`config.mk`:
```
export PLATFORM = sky130hd
export DESIGN_NAME = alu
export DESIGN_NICKNAME = d
export VERILOG_FILES = /design/src/rtl/alu.sv
export SDC_FILE = /design/constraint.sdc
export NUM_CORES = 1
export LEC_CHECK = 0
export CAP_MARGIN = 20
export CELL_PAD_IN_SITES_DETAIL_PLACEMENT = 0
export CELL_PAD_IN_SITES_GLOBAL_PLACEMENT = 2
export CORE_AREA = 2 2 154 156
export CTS_CLUSTER_DIAMETER = 60
export DETAILED_ROUTE_END_ITERATION = 8
export DIE_AREA = 0 0 156 158
export PLACE_DENSITY_LB_ADDON = 0.1
export RECOVER_POWER = 50
export SKIP_CTS_REPAIR_TIMING = 1
export SYNTH_ARGS = -nofsm -noshare
export SYNTH_HDL_FRONTEND = slang
export SYNTH_SLANG_ARGS = --single-unit
```
`constraint.sdc`:
```
create_clock -name clk -period 11.8 [get_ports clk]
set_input_delay 1.77 -clock clk [delete_from_list [all_inputs] [get_ports clk]]
set_output_delay 1.77 -clock clk [all_outputs]
set_load 0.01 [all_outputs]
```
`src/rtl/alu.sv`:
```
// ALU: ADD/SUB/AND/OR/SLT with combinational flags plus a 1-cycle registered copy of result/flags.
// Optional macro ALU_EXT_OPS_EN adds XOR/SLL/SRL on codes 100/110/111; otherwise those codes give 0.
module alu #(
    parameter int WIDTH = 32
) (
    input  logic             clk,
    input  logic             reset,
    input  logic [WIDTH-1:0] SrcA,
    input  logic [WIDTH-1:0] SrcB,
    input  logic [2:0]       ALUControl,
    output logic [WIDTH-1:0] ALUResult,
    output logic             Zero,
    output logic             Overflow,
    output logic [WIDTH-1:0] ALUResultQ,
    output logic             ZeroQ,
    output logic             OverflowQ
);

    localparam int MSB = WIDTH - 1;
`ifdef ALU_EXT_OPS_EN
    localparam int SHW = $clog2(WIDTH);
`endif

    logic [WIDTH-1:0] sum;
    logic [WIDTH-1:0] diff;
    logic             add_ovf;
    logic             sub_ovf;
    logic             slt;

    assign sum  = SrcA + SrcB;
    assign diff = SrcA - SrcB;

    // Signed overflow from the sign bits: same-sign inputs for ADD, opposite-sign for SUB.
    assign add_ovf = (SrcA[MSB] == SrcB[MSB]) && (sum[MSB]  != SrcA[MSB]);
    assign sub_ovf = (SrcA[MSB] != SrcB[MSB]) && (diff[MSB] != SrcA[MSB]);
    assign slt     = ($signed(SrcA) < $signed(SrcB));

    always_comb begin
        ALUResult = '0;
        Overflow  = 1'b0;
        unique case (ALUControl)
            3'b000: begin
                ALUResult = sum;
                Overflow  = add_ovf;
            end
            3'b001: begin
                ALUResult = diff;
                Overflow  = sub_ovf;
            end
            3'b010: ALUResult = SrcA & SrcB;
            3'b011: ALUResult = SrcA | SrcB;
            3'b101: ALUResult = {{(WIDTH-1){1'b0}}, slt};
`ifdef ALU_EXT_OPS_EN
            3'b100: ALUResult = SrcA ^ SrcB;
            3'b110: ALUResult = SrcA << SrcB[SHW-1:0];
            3'b111: ALUResult = SrcA >> SrcB[SHW-1:0];
`else
            3'b100, 3'b110, 3'b111: ALUResult = '0;
`endif
            default: ALUResult = '0;
        endcase
    end

    assign Zero = (ALUResult == '0);

    logic [WIDTH-1:0] result_d, result_q;
    logic             zero_d, zero_q;
    logic             ovf_d, ovf_q;

    assign result_d = ALUResult;
    assign zero_d   = Zero;
    assign ovf_d    = Overflow;

    // Reset state mirrors a zero result: ZeroQ reads 1.
    always_ff @(posedge clk) begin
        if (reset) begin
            result_q <= '0;
            zero_q   <= 1'b1;
            ovf_q    <= 1'b0;
        end else begin
            result_q <= result_d;
            zero_q   <= zero_d;
            ovf_q    <= ovf_d;
        end
    end

    assign ALUResultQ = result_q;
    assign ZeroQ      = zero_q;
    assign OverflowQ  = ovf_q;

endmodule

```
==> impl_metrics.csv <==
group,metric,value,unit
yosys,syn_area,6776,sq um
worst_setup_path,critPathRequiredTime,10.03,ns
drt,firstDrtPassIters,5,
clock_network,clock-sinks,34,
yosys,synthCells,980,
sta,slew-limit-headroom,22.16,%
worst_setup_path,critPathCaptureType,"output port",
pwr,switching_share,44.26,%
yosys,synth_cell_types,88,
drt,vias_per_cell,5.663,
placement,io_buffers,136,
pwr,vdd_ir_drop_max,0.06158,mV
worst_setup_path,cp_max_fo,20,
clock_network,ctsRootBufferMaster,"clkbuf_16",
clock_network,clockBufferDepth,2,
sta,timing.fmax,115.8,MHz
final_layout,syn2layout_area_growth,24.63,%
die,coreArea,23050,sq um
final_layout,mostFrequentLayoutCell,"inv_1",
yosys,synth_top_area_share,17.73,%
pwr,p_clk_share,22.8,%
sta,tightest_slew,1.168,ns
global_route,grt_pass1_wl,44.48,mm
final_layout,drive_above_1_share,4.275,%
pwr,p_seq_share,18.3,%
global_route,overflow,0,
worst_setup_path,critPathArrivalTime,6.87,ns
final_layout,layout_common_cells,"inv_1 (120), clkdlybuf4s50_1 (97), ha_1 (96)",
die,std_cell_rows,56,
final_layout,finalInstanceArea,8446,sq um
die,die_w,156,um
sta,report.final.slew_viol_count,0,
sta,hold_ws,2.272,ns
drt,drtIter0Drc,543,
yosys,synth_flop_cell,"dfxtp_1",
sta,finalCritPeriodShare,73.19,%
sta,finalHoldViolations,0,
final_layout,fin_util,36.64,%
global_route,grt_usage,23.68,%
die,ios,137,
drt,route.detailed.drc,0,
drt,wl,30.11,mm
drt,vias,7735,
hold_path,hold_path_depth,3,
die,initial_core_util,29.40,%
final_layout,multi_input_area,5365,sq um
flow_run,drv_cap,0,
final_layout,layout.area.seq,680.7,sq um
placement,dp_hpwl,23.69,mm
pwr,pwr_density_cell,81.17,nW/um^2
global_route,grt_start_max_net_pins,51,
yosys,ys_ff_latch,34,
placement,dpl_cell_area,8305,sq um
sta,setup_viol,0,
hold_path,holdPathEnd,"ALUResultQ[7]$_SDFF_PP0_",
clock_network,cts.clk_slew.worst_paths,0.06,ns
final_layout,n_antenna_cell,0,
yosys,avgSynthCellArea,6.915,sq um
pwr,total_power,0.6855,mW
sta,setup_tns,0,ns
placement,gp_routability_congestion,0.8690,
yosys,async_reset_ff_share,0,%
yosys,ys_warn_count,0,
drt,antenna_left,0,
sta,rsz0062_at_grt,"false",
pwr,power.switching,0.3034,mW
hold_path,hp-class,"in2reg",
run_status,outcome,"finished clean",
final_layout,fillers,2546,
hold_path,hold_path_startpoint,"reset",
global_route,grt_pass1_vias,7166,
yosys,synth_top_area_cell,"ha_1",
yosys,synthTopCellsByArea,"ha_1 (18%), dfxtp_1 (10%), a21oi_1 (6.8%)",
worst_setup_path,crit_path_start_kind,"input pin",
pwr,p_int,0.3821,mW
pwr,power_leakage,3.736,nW
sta,post-route-min-period,8.637,ns
yosys,synth_edf_count,0,
clock_network,cts_tree,"done",
worst_setup_path,crit_type,"in2out",
yosys,syn_nets,1147,
clock_network,cts_inserted_buffers,5,
pwr,comb_power_share,58.9,%
yosys,ys_seq_area_share,10.04,%
die,die_h,158,um
clock_network,h-tree-depth,2,
die,die-area,24650,sq um
final_layout,nets,1242,
drt,routedWlPerCell,22.04,um
global_route,antenna_found_initial,1,
synth_stat cells, types with 10 or more instances:
cell type  number
a211oi_1       20
a21o_1         15
a21oi_1        92
a31oi_1        14
and2_1         20
buf_2          10
clkbuf_1       39
dfxtp_1        34
ha_1           96
inv_1         120
nand2_1        67
nand3_1        18
nand4_1        21
nor2_1         81
nor2b_1        18
nor3_1         19
nor4_1         23
o211ai_1       15
o21ai_0        47
o31ai_1        15
xnor2_1        19
how the worst max path moves through the flow:
stage,startpoint,to,slack (ns),depth (start not counted)
3_5_place_dp,SrcA[7],Zero,3.21,13
6_report,ALUControl[2],Zero,3.16,12
3_3_place_gp,SrcA[6],Zero,3.20,13
5_1_grt,ALUControl[2],Zero,2.76,12
4_1_cts,SrcB[7],Zero,3.21,13
2_1_floorplan,SrcA[0],Zero,5.50,14
metrics by stage:
step                cells  worst slack (ns)
floorplan             980             5.504
global placement     1358             3.203
detailed placement   1358             3.214
CTS                  1366             3.211
global route         1366             2.756
finish               1366             3.163
power by group through the flow:
| stage | registers [mW] | logic (mW) | clock network (mW) |
|---|---|---|---|
| floorplan | 0.134 | 0.237 | 0 |
| global placement | 0.129 | 0.408 | 0 |
| detailed placement | 0.129 | 0.404 | 0 |
| CTS | 0.126 | 0.406 | 0.160 |
| global route | 0.126 | 0.438 | 0.165 |
| finish | 0.126 | 0.404 | 0.156 |
layer usage:
layer	global-route usage [%]	share of wire [%]	vias up
met5	0	0	-
met3	2.765	5.7	34
met1	33.04	47	3687
met2	39.21	45	288
li1	-	-	3726
met4	5.111	1.8	0
sequential cells by signal, indices dropped and copies added, names as in the netlist:
register	cells
OverflowQ	1
ALUResultQ	32
ZeroQ	1
critical path, stage by stage:
cell and delay [ns]:
dlygate4sd3_1 0.52, clkbuf_1 0.86, inv_1 0.68, nand2_1 0.74
nor2_1 0.11, a221oi_1 0.44, nand4_1 0.17, nor4_1 0.37
nand3_1 0.16, nor3_2 0.27, and4_1 0.23, clkdlybuf4s50_1 0.54
layout make-up:
class	instances	area share, %
clock buffers	7	1.570
clock inverters	1	0.3556
inverters	124	5.511
multi-input cells	766	63.53
flip-flops and latches	34	8.059
well taps	290	4.296
repair buffers	144	16.68
cells by family after synthesis:
logic type / Yosys count / share of synthesized area [%]
AO/OA/AOI/OAI: 322 / 32.74
XOR/XNOR: 21 / 2.714
adder cells (fa/ha/maj): 98 / 18.32
buffers and inverters: 180 / 10.60
flip-flops: 34 / 10.04
multiplexers: 8 / 1.403
AND/OR/NAND/NOR: 317 / 24.19
No activity file was read; power rests on OpenSTA's default activity.
